### src/rtl/ircam_frame_decoder.sv
// ircam_frame_decoder: IR camera byte-stream frame parser with per-frame range scaling (optional AUTO_FLOOR_EN adaptive floor)
module ircam_frame_decoder #(
   parameter logic [7:0] HDR_BYTE   = 8'h5A,
   parameter int         HDR_LEN    = 2,
   parameter int         SKIP_BYTES = 2,
   parameter int         NUM_PIXELS = 768,
   parameter int         PIX_W      = 16,
   parameter int         OUT_W      = 8,
   parameter int         FLOOR      = 2700,
   parameter int         CEIL_MIN   = 3300,
   parameter int         CLIP_MAX   = 3900
) (
   input  logic             clk,
   input  logic             rst,
   input  logic             in_valid,
   input  logic [7:0]       in_data,
   output logic             pix_valid,
   output logic [OUT_W-1:0] pix_data,
   output logic [PIX_W-1:0] pix_raw,
   output logic             pix_first,
   output logic             pix_last,
   output logic             frame_done,
   output logic             frame_err,
   output logic [PIX_W-1:0] frame_max,
   output logic [PIX_W-1:0] range_ceil
);
   localparam logic [1:0] HUNT = 2'd0, SKIP = 2'd1, LO = 2'd2, HI = 2'd3;
   localparam int IW = (NUM_PIXELS > 1) ? $clog2(NUM_PIXELS) : 1;
   localparam int MW = PIX_W + OUT_W;
   localparam logic [PIX_W-1:0] FLOOR_V    = PIX_W'(FLOOR);
   localparam logic [PIX_W-1:0] CEIL_MIN_V = PIX_W'(CEIL_MIN);
   localparam logic [PIX_W-1:0] CLIP_V     = PIX_W'(CLIP_MAX);
   localparam logic [IW-1:0]    LAST_IDX   = IW'(NUM_PIXELS - 1);
   localparam logic [2:0]       HDR_LAST   = 3'(HDR_LEN - 1);
   localparam logic [15:0]      SKIP_LAST  = 16'(SKIP_BYTES - 1);
   localparam logic [OUT_W-1:0] ONES       = '1;

   logic [1:0]       state;
   logic [2:0]       hdr_cnt;
   logic [15:0]      skip_cnt, idle_cnt;
   logic [7:0]       low;
   logic [IW-1:0]    pix_idx;
   logic [PIX_W-1:0] run_max, last_max, raw, max_nxt, ceil_nxt, floor_q;
   logic             s1_valid, s1_first, s1_last;
   logic [PIX_W-1:0] s1_raw;
   logic             hdr_done, pix_in, timeout;
   logic [MW-1:0]    num, den;
   logic [OUT_W-1:0] scaled;

   assign raw      = PIX_W'({in_data, low});
   assign hdr_done = in_valid && state == HUNT && in_data == HDR_BYTE && hdr_cnt == HDR_LAST;
   assign pix_in   = in_valid && state == HI;
   assign timeout  = !in_valid && state != HUNT && idle_cnt == 16'hFFFF;
   assign max_nxt  = (raw > run_max && raw < CLIP_V) ? raw : run_max;
   // last_max is the final max of the last completed frame, available before frame_max catches up
   assign ceil_nxt = (last_max > CEIL_MIN_V) ? last_max : CEIL_MIN_V;

`ifdef AUTO_FLOOR_EN
   logic [PIX_W-1:0] run_min, last_min, min_nxt, floor_cand, floor_nxt;
   assign min_nxt    = (raw != '0 && raw < run_min) ? raw : run_min;
   assign floor_cand = (last_min < FLOOR_V) ? last_min : FLOOR_V;
   assign floor_nxt  = (floor_cand >= ceil_nxt) ? ceil_nxt - PIX_W'(1) : floor_cand;
   // Track the non-zero min per frame and pick the floor at header completion
   always_ff @(posedge clk or posedge rst) begin
      if (rst) begin
         run_min  <= '1;
         last_min <= '1;
         floor_q  <= FLOOR_V;
      end else if (!timeout && hdr_done) begin
         run_min <= '1;
         floor_q <= floor_nxt;
      end else if (!timeout && pix_in) begin
         run_min <= min_nxt;
         if (pix_idx == LAST_IDX) last_min <= min_nxt;
      end
   end
`else
   assign floor_q = FLOOR_V;
`endif

   // Header hunt, skip, pixel assembly and idle-timeout abort; also the first pipe stage
   always_ff @(posedge clk or posedge rst) begin
      if (rst) begin
         state      <= HUNT;
         hdr_cnt    <= '0;
         skip_cnt   <= '0;
         idle_cnt   <= '0;
         low        <= '0;
         pix_idx    <= '0;
         run_max    <= '0;
         last_max   <= '0;
         range_ceil <= CEIL_MIN_V;
         frame_err  <= 1'b0;
         s1_valid   <= 1'b0;
         s1_raw     <= '0;
         s1_first   <= 1'b0;
         s1_last    <= 1'b0;
      end else begin
         frame_err <= timeout;
         s1_valid  <= pix_in;
         s1_raw    <= raw;
         s1_first  <= pix_idx == '0;
         s1_last   <= pix_idx == LAST_IDX;
         idle_cnt  <= (in_valid || state == HUNT || timeout) ? 16'd0 : idle_cnt + 16'd1;
         if (timeout) begin
            state   <= HUNT;
            hdr_cnt <= '0;
            pix_idx <= '0;
         end else if (in_valid) begin
            case (state)
               HUNT: begin
                  hdr_cnt <= (in_data == HDR_BYTE && !hdr_done) ? hdr_cnt + 3'd1 : 3'd0;
                  if (hdr_done) begin
                     state      <= (SKIP_BYTES == 0) ? LO : SKIP;
                     skip_cnt   <= '0;
                     pix_idx    <= '0;
                     run_max    <= '0;
                     range_ceil <= ceil_nxt;
                  end
               end
               SKIP: begin
                  skip_cnt <= skip_cnt + 16'd1;
                  if (skip_cnt == SKIP_LAST) state <= LO;
               end
               LO: begin
                  low   <= in_data;
                  state <= HI;
               end
               default: begin
                  run_max <= max_nxt;
                  pix_idx <= (pix_idx == LAST_IDX) ? '0 : pix_idx + IW'(1);
                  state   <= (pix_idx == LAST_IDX) ? HUNT : LO;
                  if (pix_idx == LAST_IDX) last_max <= max_nxt;
               end
            endcase
         end
      end
   end

   // Scale against [floor, ceil); denominator forced non-zero so a bad range never divides by zero
   always_comb begin
      num    = MW'(s1_raw - floor_q) * MW'(ONES);
      den    = (range_ceil > floor_q) ? MW'(range_ceil - floor_q) : MW'(1);
      scaled = (s1_raw <= floor_q) ? '0 : (s1_raw >= range_ceil) ? ONES : OUT_W'(num / den);
   end

   // Second pipe stage drives the pixel outputs; frame_done and frame_max follow the last pixel
   always_ff @(posedge clk or posedge rst) begin
      if (rst) begin
         pix_valid  <= 1'b0;
         pix_data   <= '0;
         pix_raw    <= '0;
         pix_first  <= 1'b0;
         pix_last   <= 1'b0;
         frame_done <= 1'b0;
         frame_max  <= '0;
      end else begin
         pix_valid  <= s1_valid;
         pix_data   <= s1_valid ? scaled : '0;
         pix_raw    <= s1_valid ? s1_raw : '0;
         pix_first  <= s1_valid && s1_first;
         pix_last   <= s1_valid && s1_last;
         frame_done <= pix_valid && pix_last;
         if (pix_valid && pix_last) frame_max <= last_max;
      end
   end
endmodule

### config.mk
export PLATFORM = sky130hd
export DESIGN_NAME = ircam_frame_decoder
export DESIGN_NICKNAME = d
export VERILOG_FILES = /design/src/rtl/ircam_frame_decoder.sv
export SDC_FILE = /design/constraint.sdc
export NUM_CORES = 1
export LEC_CHECK = 0
export BUFFER_PORTS_ARGS = -buffer_cell sky130_fd_sc_hd__buf_2
export CAP_MARGIN = 30
export CORE_MARGIN = 5
export CORE_UTILIZATION = 36
export CTS_CLUSTER_SIZE = 25
export DETAILED_ROUTE_END_ITERATION = 16
export GPL_TIMING_DRIVEN = 1
export PLACE_DENSITY = 0.48
export SLEW_MARGIN = 5
export SYNTH_ARGS = -nofsm -noshare
export SYNTH_HDL_FRONTEND = slang
export SYNTH_SLANG_ARGS = --single-unit
### constraint.sdc
create_clock -name clk -period 66.4 [get_ports clk]
set_clock_uncertainty 0.1 [all_clocks]
set_input_delay 9.96 -clock clk [delete_from_list [all_inputs] [get_ports clk]]
set_output_delay 9.96 -clock clk [all_outputs]
set_load 0.01 [all_outputs]
======== After elaboration in Yosys (flattened, before gate mapping) ========
Cells that the tools add are included.
storage, ports and cells
  output and inout port bits .............. 61
  input bits .............................. 11
  logic and storage cells ................. 107
  flip-flop bits (word level) ............. 167
cells by class
  reduce and logical (&&, ||, !) cells .... 31
  multiplexer cells ....................... 26
  $add $sub $neg .......................... 6
  div/mod/pow operators ................... 1
  eq/ne operators ......................... 12
  order comparisons ....................... 6
  multipliers ............................. 1
  bitwise gates (word level) .............. 3
operators with widths
  kind                    count
  $mux 16                 5
  $pmux 16 s2             2
  $mux 10                 4
  $sub 16x12->17 const B  2
  $add 16x1->16 const B   2
  $gt 16x12->1 const B    2
  $div 24x24->24          1
  $mul 17x9->24 const B   1
  $mux 24                 1
  $mux 8                  3
  $pmux 10 s2             1
  $eq 16x1->1 const B     1
  $eq 16x16->1 const B    1
  $ge 16x16->1            1
  $gt 16x16->1            1
  $le 16x12->1 const B    1
  $lt 16x12->1 const B    1
  $reduce_and 4->1        4
  $mux 3                  4
  $logic_and 1x1->1       11
  $add 10x1->10 const B   1
  $eq 10x10->1 const B    1
  $logic_not 10->1        1
  $mux 2                  5
  other kinds (18)        29

======== Depth between registers and ports, before layout ========
  depth after elaboration ................. 10
  gate-level depth with buffers ........... 276
  depth with buffers taken out ............ 251

======== Worst setup path before layout ========
OpenSTA, ideal clock, no wires.
  path type ............................... flip-flop to flip-flop
  from .................................... register s1_raw[5]
  to ...................................... register pix_data[0]
  slack ................................... 11.070 ns
  stages on the path, launching flop included .. 250
  period minus slack after synthesis ...... 55.330 ns
  data arrival time ....................... 55.072 ns
  path through ............................ dfrtp_1 > or3_1 > o21a_1 > o21a_1 > o21ai_1 > nand2_1 > xnor2_1 > inv_1 > xnor2_1 > ha_1 > fa_1 > fa_1 > inv_1 > fa_1 > inv_1 > ha_1 > nand4_1 > nor2_1 > (+214 left out) > a221o_1 > a21oi_1 > clkbuf_1 > mux2_2 > ha_1 > a21o_1 > a21o_1 > a21o_1 > a21oi_1 > nor2b_1 > o21ai_0 > nand2b_1 > a21oi_1 > o31ai_1 > nand3_1 > a21oi_1 > o22ai_1 > a21oi_1
on the way
  word-level cells in the longest chain between the ends .. 6
RTL lines
  element                   line  source
  start: declaration        45    logic [PIX_W-1:0] s1_raw;
  start signal: assignment  101   s1_raw <= raw;
  $sub 16x12->17            142   num = MW'(s1_raw - floor_q) * MW'(ONES);
  $mul 17x9->24             142
  $div 24x24->24            144   scaled = (s1_raw <= floor_q) ? '0 : (s1_raw >= range_ceil) ? ONES : OUT_W'(num / den);
  $mux 8                    144
  $mux 8 (*)                144
  $mux 8 (*)                159   pix_data <= s1_valid ? scaled : '0;
  end signal: assignment    159
  end: declaration          18    output logic [OUT_W-1:0] pix_data,
Every way passes the cells marked *; elsewhere a longest branch is shown, timed or not.
A chain may end at the register's enable or synchronous reset.

======== Worst setup path after layout ========
  from .................................... register s1_raw[4]
  to ...................................... register pix_data[0]
Same word-level chain as after synthesis.

==> metrics.txt <==
Reg2Reg Launch Point=s1_raw[4]$_DFF_PP0_; Max Buffers Root-to-Sink=2; CTS tree=built; Mean Syn Cell Area=7.843 sq um; Root Driver=clkbuf_16; area grow syn2layout=8.544%; Max Clk Rate=roughly 16 MHz; Die X-Extent=roughly 290 um; Final Slew Violations=0; CP startpoint kind=register; Hold Crit Class=reg -> reg; CP max FO=33; GR Util All Layers=between 20 and 25%; NumNets Final=between 4000 and 5000; wire length of the first global-routing pass=between 100000 and 150000 um; HP Start=s1_last$_DFF_PP0_; clock-pin slew on the worst setup and hold paths=~80 ps; TNS Setup=0 ps; clock latency on the worst-skew pair=~460 ps; drt pass-1 iters=5; most used cell, CP=ha_1; Synth async-reset ratio=between 90% and 100%; vias in the first global route=24920; max_cap viols=0; Final HPWL DP=around 75000 um; Final Hold Viols=0; top_reg_cell synth=dfrtp_1; clock buffer count from CTS=17; number of synthesized flops with an enable pin=0; Routed WL per cell=20.95 um; Rel. slew slack=37.89%; Worst Setup End Kind=register; diode count=0; largest cells by area after synthesis=ha_1, dfrtp_1, fa_1; Crit path depth=233; Post-Syn Nets=roughly 4000; post-route ant nets=0; CP delay by family, top=compound AO/OA/AOI/OAI gates; Final Cycle Share=~93%; # rows=101; core area=approximately 76000 sq um; met3 routed WL=between 4000 and 5000 um; H-Tree Depth=4; Ports=72; hold path depth=1; RR Endpoint=pix_data[0]$_DFF_PP0_; critical path's slowest cell=a41oi_2; WP data required=between 60000 and 70000 ps; largest net degree at the start of global routing=66; share of layout cells above drive strength 1=8.794%; Slew @ Worst Pin=roughly 900 ps; Tmin final=61810 ps; Avg Vias per Cell=~5.7; M1 WL=between 40000 and 50000 um; 1st-iter DRT viols=around 1700; GRT overflow=0; via count=between 20000 and 30000; Syn Inst Count=around 3500; reg-to-reg slack, setup=around 4600 ps; top sig layer=met4; CTS Sinks=167; WL final=between 90000 and 100000 um; CP arrival=around 62000 ps; top cell type by total area after synthesis=ha_1; sequential area share after synthesis=~15%; Max stage delay on crit path=620 ps; Netlist cell types=96; chip height=approximately 290 um; Setup CP Type=reg -> reg; depth of the most critical reg-to-reg path=233; status=finished clean; CP bufs+invs=16; Cell Area, Synth=27340 sq um; Post-CTS Setup Bufs=0; RSZ-0062 raised after global routing=no; initial antenna violation count=2; WHS Endpoint=pix_last$_DFF_PP0_; most frequent cell after synthesis=ha_1; die footprint=81560 sq um; drc violations=0; port bufs=71; Commonest cells post-synth=ha_1, nor2_1, nand2_1; routability congestion estimate=just over 0.9; Final Setup Violations=0; fillers=7921; Initial Util=a little over a third; metal2 WL=42110 um; FF+latch count, synth=roughly 170; Yosys warning count=0; post-synth top area share=about 18%
==> worst max path at each step <==
stage | slack, ps | end | from
global route | 3 | pix_data[0]$_DFF_PP0_ | s1_raw[5]$_DFF_PP0_
finish | 4590 | pix_data[0]$_DFF_PP0_ | s1_raw[4]$_DFF_PP0_
floorplan | 11070 | pix_data[0]$_DFF_PP0_ | s1_raw[5]$_DFF_PP0_
CTS | 2030 | pix_data[0]$_DFF_PP0_ | s1_raw[4]$_DFF_PP0_
global placement | 2950 | pix_data[0]$_DFF_PP0_ | s1_raw[6]$_DFF_PP0_
detailed placement | 2270 | pix_data[0]$_DFF_PP0_ | s1_raw[4]$_DFF_PP0_
==> area by class of cell <==
class,instances,area (sq um),share of cell area (%)
well taps,978,1224,4.123
multi-input cells,2951,21830,73.58
inverters,274,1033,3.483
flip-flops and latches,167,4187,14.11
clock inverters,14,151.4,0.5102
repair buffers,124,807.0,2.719
clock buffers,18,439.2,1.480
==> flip-flops by register name, summed over array words and instances (netlist names), 2 cells and up <==
name	flops
s1_raw	16
run_max	16
pix_raw	16
state	2
skip_cnt	16
low	8
frame_max	16
pix_idx	10
last_max	16
idle_cnt	16
range_ceil	16
hdr_cnt	3
pix_data	8
==> kinds of logic (layout without fill, tap and decap cells) <==
logic type / Yosys count / in the layout / share of synthesized area (%)
simple gates: 1152 / 1152 / 20.30
compound gates: 999 / 999 / 24.60
fa+ha+maj: 462 / 462 / 22.97
buf+inv: 368 / 430 / 5.181
xor+xnor: 240 / 240 / 7.688
flops: 167 / 167 / 15.31
mux: 98 / 98 / 3.940
==> cell usage in the layout, fill, tap and decap left out, types with 17 or more instances in the layout <==
cell / instances
ha_1: 394
nor2_1: 323
nand2_1: 290
inv_1: 271
a21oi_1: 229
o21ai_0: 161
dfrtp_1: 161
xnor2_1: 139
nor3_1: 115
a21o_1: 108
xor2_1: 100
o21a_1: 93
nand3_1: 80
buf_2: 72
mux2_2: 69
fa_1: 67
a31oi_1: 52
and2_1: 51
buf_4: 47
or3_1: 46
nand4_1: 44
nor2b_1: 43
nand2b_1: 34
o211ai_1: 33
and3_1: 32
mux2i_1: 27
a211oi_1: 26
or2_2: 25
o21bai_1: 24
o22ai_1: 23
o31ai_1: 23
o21ai_1: 19
a211o_1: 18
nor4_1: 17
clkbuf_16: 17
==> layer usage <==
layer,vias to the layer above,GRT usage (%)
li1,12790,-
met2,612,36.51
met4,0,3.422
met5,-,0
met1,12360,32.71
met3,76,2.980
==> stage by stage <==
step           worst slack, ps  utilization [%]  hold slack [ps]  area, sq um  instances
6_report                  4586            39.27            364.5        29680       4526
4_1_cts                   2027            39.12            369.0        29560       4521
5_1_grt                  3.382            39.27            376.4        29680       4526
3_3_place_gp              2950            38.27            338.5        28920       4485
3_5_place_dp              2267            38.34            350.3        28970       4489
2_1_floorplan            11070                -            308.0        27340       3486
==> timing repair <==
action / in CTS / in global routing
hold buffers: 0 / 0
endpoints found under the hold margin: 0 / 0
endpoints found under the setup margin: 0 / 2
gates resized for setup: 0 / 12
Power is not shown: default switching activity piles up to over one toggle a cycle in this logic, so the estimate is an artifact.
